$ cat src/rtl/agu_arbiter.sv
// Two-requester arbiter in front of a shared LC-3b address-generation unit with a one-entry result slot.
// Define AGU_FIXED_PRIO_EN to make requester 1 always win simultaneous requests (no rotating pointer).
module agu_arbiter #(
  parameter int WIDTH = 16,
  parameter int OFF_W = 11
) (
  input  logic             clk,
  input  logic             reset_n,
  input  logic             req0,
  input  logic [2:0]       mode0,
  input  logic [WIDTH-1:0] base0,
  input  logic [OFF_W-1:0] off0,
  output logic             ack0,
  input  logic             req1,
  input  logic [2:0]       mode1,
  input  logic [WIDTH-1:0] base1,
  input  logic [OFF_W-1:0] off1,
  output logic             ack1,
  output logic             resp_valid,
  output logic             resp_id,
  output logic [WIDTH-1:0] resp_addr,
  input  logic             resp_ready,
  output logic             dbg_state_o
);

  // Handshakes: a requester holds req and its fields stable until its one-cycle
  // ack; the slot transfers a result when resp_valid & resp_ready at a rising edge.

  typedef enum logic {EMPTY = 1'b0, FULL = 1'b1} state_t;

  state_t           state_q, state_d;
  logic             resp_id_q, resp_id_d;
  logic [WIDTH-1:0] resp_addr_q, resp_addr_d;
  logic             drain, accept, grant1;
  logic [WIDTH-1:0] calc0, calc1;

  function automatic logic [WIDTH-1:0] agu_calc(input logic [2:0]       mode,
                                                input logic [WIDTH-1:0] base,
                                                input logic [OFF_W-1:0] off);
    logic [WIDTH-1:0] ext;
    logic [WIDTH-1:0] sum;
    ext = '0;
    case (mode)
      3'd0: ext = {{(WIDTH-7){off[5]}}, off[5:0], 1'b0};
      3'd1: ext = {{(WIDTH-10){off[8]}}, off[8:0], 1'b0};
      3'd2: ext = {{(WIDTH-12){off[10]}}, off[10:0], 1'b0};
      3'd3: ext = {{(WIDTH-6){off[5]}}, off[5:0]};
      default: ext = '0;
    endcase
    sum = base + ext;
    // TRAP vectors are absolute: the base operand does not participate.
    if (mode == 3'd4) sum = {{(WIDTH-9){1'b0}}, off[7:0], 1'b0};
    return sum;
  endfunction

  assign calc0 = agu_calc(mode0, base0, off0);
  assign calc1 = agu_calc(mode1, base1, off1);

`ifdef AGU_FIXED_PRIO_EN
  assign grant1 = req1;
`else
  logic ptr_q, ptr_d;

  assign grant1 = (req0 && req1) ? ptr_q : req1;

  always_comb begin
    ptr_d = ptr_q;
    if (accept) ptr_d = ~grant1;
  end

  always_ff @(posedge clk or negedge reset_n) begin
    if (!reset_n) ptr_q <= 1'b0;
    else          ptr_q <= ptr_d;
  end
`endif

  assign drain  = (state_q == FULL) && resp_ready;
  // Gating with reset_n keeps ack low while reset is held.
  assign accept = reset_n && (req0 || req1) && ((state_q == EMPTY) || drain);

  always_comb begin
    state_d     = state_q;
    resp_id_d   = resp_id_q;
    resp_addr_d = resp_addr_q;
    case (state_q)
      EMPTY:   if (accept) state_d = FULL;
      FULL:    if (drain && !accept) state_d = EMPTY;
      default: state_d = EMPTY;
    endcase
    if (accept) begin
      resp_id_d   = grant1;
      resp_addr_d = grant1 ? calc1 : calc0;
    end
  end

  always_ff @(posedge clk or negedge reset_n) begin
    if (!reset_n) begin
      state_q     <= EMPTY;
      resp_id_q   <= 1'b0;
      resp_addr_q <= '0;
    end else begin
      state_q     <= state_d;
      resp_id_q   <= resp_id_d;
      resp_addr_q <= resp_addr_d;
    end
  end

  assign ack0        = accept && !grant1;
  assign ack1        = accept && grant1;
  assign resp_valid  = (state_q == FULL);
  assign resp_id     = resp_id_q;
  assign resp_addr   = resp_addr_q;
  assign dbg_state_o = state_q;

endmodule

$ cat config.mk
export PLATFORM = sky130hd
export DESIGN_NAME = agu_arbiter
export DESIGN_NICKNAME = d
export VERILOG_FILES = /design/src/rtl/agu_arbiter.sv
export SDC_FILE = /design/constraint.sdc
export NUM_CORES = 1
export LEC_CHECK = 0
export ABC_AREA = 1
export BUFFER_PORTS_ARGS = -buffer_cell sky130_fd_sc_hd__buf_2
export CAP_MARGIN = 20
export CORE_AREA = 2 2 113 115
export CTS_CLUSTER_DIAMETER = 60
export CTS_CLUSTER_SIZE = 24
export DETAILED_ROUTE_END_ITERATION = 8
export DIE_AREA = 0 0 115 117
export PLACE_DENSITY = 0.41
export SYNTH_ARGS = -nofsm -noshare
export SYNTH_HDL_FRONTEND = slang
export SYNTH_SLANG_ARGS = --single-unit
$ cat constraint.sdc
create_clock -name clk -period 2.8 [get_ports clk]
set_clock_uncertainty 0.2 [all_clocks]
set_input_delay 0.14 -clock clk [delete_from_list [all_inputs] [get_ports clk]]
set_output_delay 0.14 -clock clk [all_outputs]
set_load 0.005 [all_outputs]
==> results.md <==
- The signed area change from the synthesized netlist to the final layout is 26.5%.
- Synthesis inferred 19 register bits.
- The placeable core area is 12300 um^2.
- 86 I/O pins were placed.
- In this run the critical register-to-register path is launched from dbg_state_o$_DFF_PN0_.
- The via count of the first global-routing pass is 3151.
- The final max-slew violation count came to 0.
- The critical-path maximum fanout is 5.
- TritonCTS built the clock tree.
- The first-iteration detailed-routing DRC count is 107.
- The measured slew at the worst slew-check pin is 0.412 ns.
- The combined global-route utilization of all metal layers is 0.132.
- The sequential-to-total area share from yosys stat is 0.165.
- The filler cell count is 1449.
- The post-DP HPWL is 7680 um.
- In this run the static leakage power is 2.08 nW.
- Synthesis produced a netlist with a net count of 576.
- The first global-routing pass estimated 14400 um of wire.
- On the final layout, the worst hold slack is 0.0150 ns.
- The Yosys step of the flow raised 0 warnings.
- TritonCTS created 3 clock buffers.
- The share of the cycle needed by the critical path after routing is 0.865.
- The floorplan step defined a die boundary enclosing 13500 um^2.
- The flow ran to the end, and the final reports show no timing, DRC or antenna violations.
- The worst setup path is launched from an input port.
- The number of sinks handled by clock tree synthesis is 19.
- In the final layout, the share of cells above drive strength 1 is 0.202.
- The horizontal extent of the die is 115 um.
- The max-cap violation count is 0.
- Row generation in the floorplan step produced 41 rows.
- For the final routed database, the setup TNS stands at 0 ns.
- The distinct cell type count after synthesis is 35.
- The routed design could run at a clock period as short as 2.42 ns.
- Measured against its own limit, the worst slew margin works out to 0.725.
- In this run the worst setup path begins at mode1[1].
- In the synthesized netlist, the number of instances is 485.
- The post-detailed-route count of antenna-violating nets is 0.
- The area of the mapped netlist is 2890 um^2.
- Wires add up to 8630 um.
- The class of the worst hold path is in -> reg.
- The clock latency on the worst-skew pair is 0.25 ns.
- The top achievable clock speed is 0.413 GHz.
- Clock-pin slew was measured on the worst setup and hold paths at 0.06 ns.
- The critical path class is in -> reg.
- The floorplan die height is 117 um.
- The number of endpoints with negative hold slack in the final report is 0.
- The remaining design rule violation count is 0.
- Entering global routing, the biggest net connects 20 pins.
- Dividing the detail-routed wire length by the instance count gives 11.8 um.
- At the worst endpoint, the required time is 2.73 ns.
- The placer congestion estimate is 0.796.
- The source of the worst hold timing path is off0[6].
- The cell sitting at the root of the clock tree is a sky130_fd_sc_hd__clkbuf_16.
- Using the TritonRoute via totals, the vias-per-cell ratio works out to 4.58.
- After synthesis, the mean cell area works out to 5.95 um^2.
- The number of diodes is 0.
- The first detailed-routing pass took 4 iterations.
- The maximum buffer depth of the clock tree is 2.
- Once the clock tree was built, the setup fixing pass inserted 0 buffers.
- For this configuration, the core starts out at a cell density of 0.235.
- The largest voltage drop on the vdd net is 0.268 mV.
- After global routing the overflow that remains totals 0.
- Setup repair after global routing left no endpoint under its margin.
- In this run the number of H-tree levels came out at 1.
- The initial antenna violation count is 0.
- The net count of the finished layout is 672.
- The sort of element at the end of the critical path is a flip-flop.
- The arrival time at the worst endpoint is 2.35 ns.
- Dividing total power by cell area gives a power density of 370 nW/um^2.
- The number of I/O port buffers is 85.
- The vias after detailed routing is 3341.
- The count of endpoints failing setup in the final report is 0.
## area by class of cell
type,instances,area [um^2],share of cell area
flip-flops and latches,19,475,0.130
clock inverters,1,5.00,0.00137
inverters,83,312,0.0853
well taps,150,188,0.0514
repair buffers,96,515,0.141
multi-input cells,378,2080,0.570
clock buffers,3,75.1,0.0206
## registers in the layout (all words and copies together) (netlist names)
signal,flops
dbg_state_o,1
resp_addr,16
ptr_q,1
resp_id,1
## metrics by stage
stage / power, mW / setup WS [ns] / instance area [um^2] / cells / util
after detailed placement: 1.07 / 0.0930 / 3540 / 723 / 0.287
after CTS: 1.38 / 0.346 / 3650 / 730 / 0.296
after floorplan: 0.811 / 0.493 / 2890 / 485 / -
after global placement: 1.07 / 0.121 / 3540 / 723 / 0.287
final: 1.35 / 0.379 / 3650 / 730 / 0.297
after global routing: 1.49 / 0.00556 / 3650 / 730 / 0.297
## routing by layer
metal  wire (um)  track usage  up-vias
met1        4150        0.180     1487
met4           0      0.00482        0
li1            -            -     1797
met5           0            0        -
met2        4110        0.233       57
met3         359       0.0221        0
## power by group
group          total (mW)  internal [mW]  switching, mW
logic               0.672          0.283          0.389
registers           0.385          0.344         0.0418
clock network       0.292          0.191          0.101
## placed cells by master (no fill, tap or decap), types with 10 or more instances in the layout
cell and count:
sky130_fd_sc_hd__a21oi_1 41, sky130_fd_sc_hd__buf_2 85, sky130_fd_sc_hd__dfrtp_1 19, sky130_fd_sc_hd__ha_1 24, sky130_fd_sc_hd__inv_1 80, sky130_fd_sc_hd__nand2_1 119
sky130_fd_sc_hd__nand3_1 52, sky130_fd_sc_hd__nand4_1 10, sky130_fd_sc_hd__nor2_1 35, sky130_fd_sc_hd__o21ai_0 39
## synth_stat cells
library cell	number	area, um^2
sky130_fd_sc_hd__buf_2	1	5.00
sky130_fd_sc_hd__ha_1	24	300
sky130_fd_sc_hd__nand2_2	4	25.0
sky130_fd_sc_hd__o21ai_0	39	195
sky130_fd_sc_hd__nand2_1	119	447
sky130_fd_sc_hd__or2_2	1	6.26
sky130_fd_sc_hd__a21boi_2	1	11.3
sky130_fd_sc_hd__nor2_2	5	31.3
sky130_fd_sc_hd__o211ai_1	3	22.5
sky130_fd_sc_hd__clkbuf_1	3	11.3
sky130_fd_sc_hd__xnor2_1	8	70.1
sky130_fd_sc_hd__nor2_4	3	33.8
sky130_fd_sc_hd__xor2_1	8	70.1
sky130_fd_sc_hd__a21o_1	2	15.0
sky130_fd_sc_hd__inv_2	2	7.51
sky130_fd_sc_hd__inv_1	80	300
sky130_fd_sc_hd__nor2_1	35	131
sky130_fd_sc_hd__o2111ai_1	2	17.5
sky130_fd_sc_hd__dfrtp_1	19	475
sky130_fd_sc_hd__o21ai_2	1	8.76
sky130_fd_sc_hd__o21bai_1	2	15.0
sky130_fd_sc_hd__o21ai_1	1	5.00
sky130_fd_sc_hd__nand4_1	10	62.6
sky130_fd_sc_hd__nand3b_1	1	7.51
sky130_fd_sc_hd__clkinv_1	1	3.75
sky130_fd_sc_hd__a21oi_1	41	205
sky130_fd_sc_hd__o22ai_1	8	50.1
sky130_fd_sc_hd__fa_1	2	40.0
sky130_fd_sc_hd__nor3_2	1	10.0
sky130_fd_sc_hd__nor3_1	2	10.0
sky130_fd_sc_hd__a211o_1	1	8.76
sky130_fd_sc_hd__buf_4	1	7.51
sky130_fd_sc_hd__o31ai_1	1	7.51
sky130_fd_sc_hd__nand3_1	52	260
sky130_fd_sc_hd__nand3_2	1	10.0
## cells by family after synthesis
logic type,Yosys count,synth area share
and+or+nand+nor,234,0.358
AOI/OAI and AO/OA,102,0.195
buffers and inverters,88,0.116
adders and majority gates,26,0.118
DFF,19,0.165
xor gates and xnor gates,16,0.0485
## worst paths after layout
check | end | slack [ns] | cells past startpoint
setup / recovery | resp_addr[13]$_DFFE_PN0P_ | 0.38 | 16
hold / removal | resp_addr[7]$_DFFE_PN0P_ | 0.02 | 3
setup reg to reg | resp_addr[10]$_DFFE_PN0P_ | 0.58 | 11
hold reg to reg | resp_addr[14]$_DFFE_PN0P_ | 0.29 | 2
max in group asynchronous | resp_addr[15]$_DFFE_PN0P_ | 2.00 | 3
min in group asynchronous | resp_addr[1]$_DFFE_PN0P_ | 0.18 | 3
## critical path, cell delays in order
cell,delay [ns]
sky130_fd_sc_hd__buf_2,0.12
sky130_fd_sc_hd__inv_1,0.10
sky130_fd_sc_hd__nor3_2,0.06
sky130_fd_sc_hd__a21oi_1,0.12
sky130_fd_sc_hd__buf_4,0.15
sky130_fd_sc_hd__o22ai_1,0.06
sky130_fd_sc_hd__ha_1,0.35
sky130_fd_sc_hd__nand2_1,0.08
sky130_fd_sc_hd__o21ai_0,0.27
sky130_fd_sc_hd__a21oi_1,0.18
sky130_fd_sc_hd__o21ai_0,0.30
sky130_fd_sc_hd__nand3_1,0.15
sky130_fd_sc_hd__nand2_1,0.09
sky130_fd_sc_hd__nand2_1,0.05
sky130_fd_sc_hd__nand3_1,0.07
sky130_fd_sc_hd__nand3_1,0.07
## timing repair
item                                    in CTS  in global routing
endpoints found under the setup margin       0                  2
resized for setup                            0                  1
hold endpoints to repair                    20                  0
hold buffers                                 3                  0
Note: power is estimated with default switching activity, not from simulation.
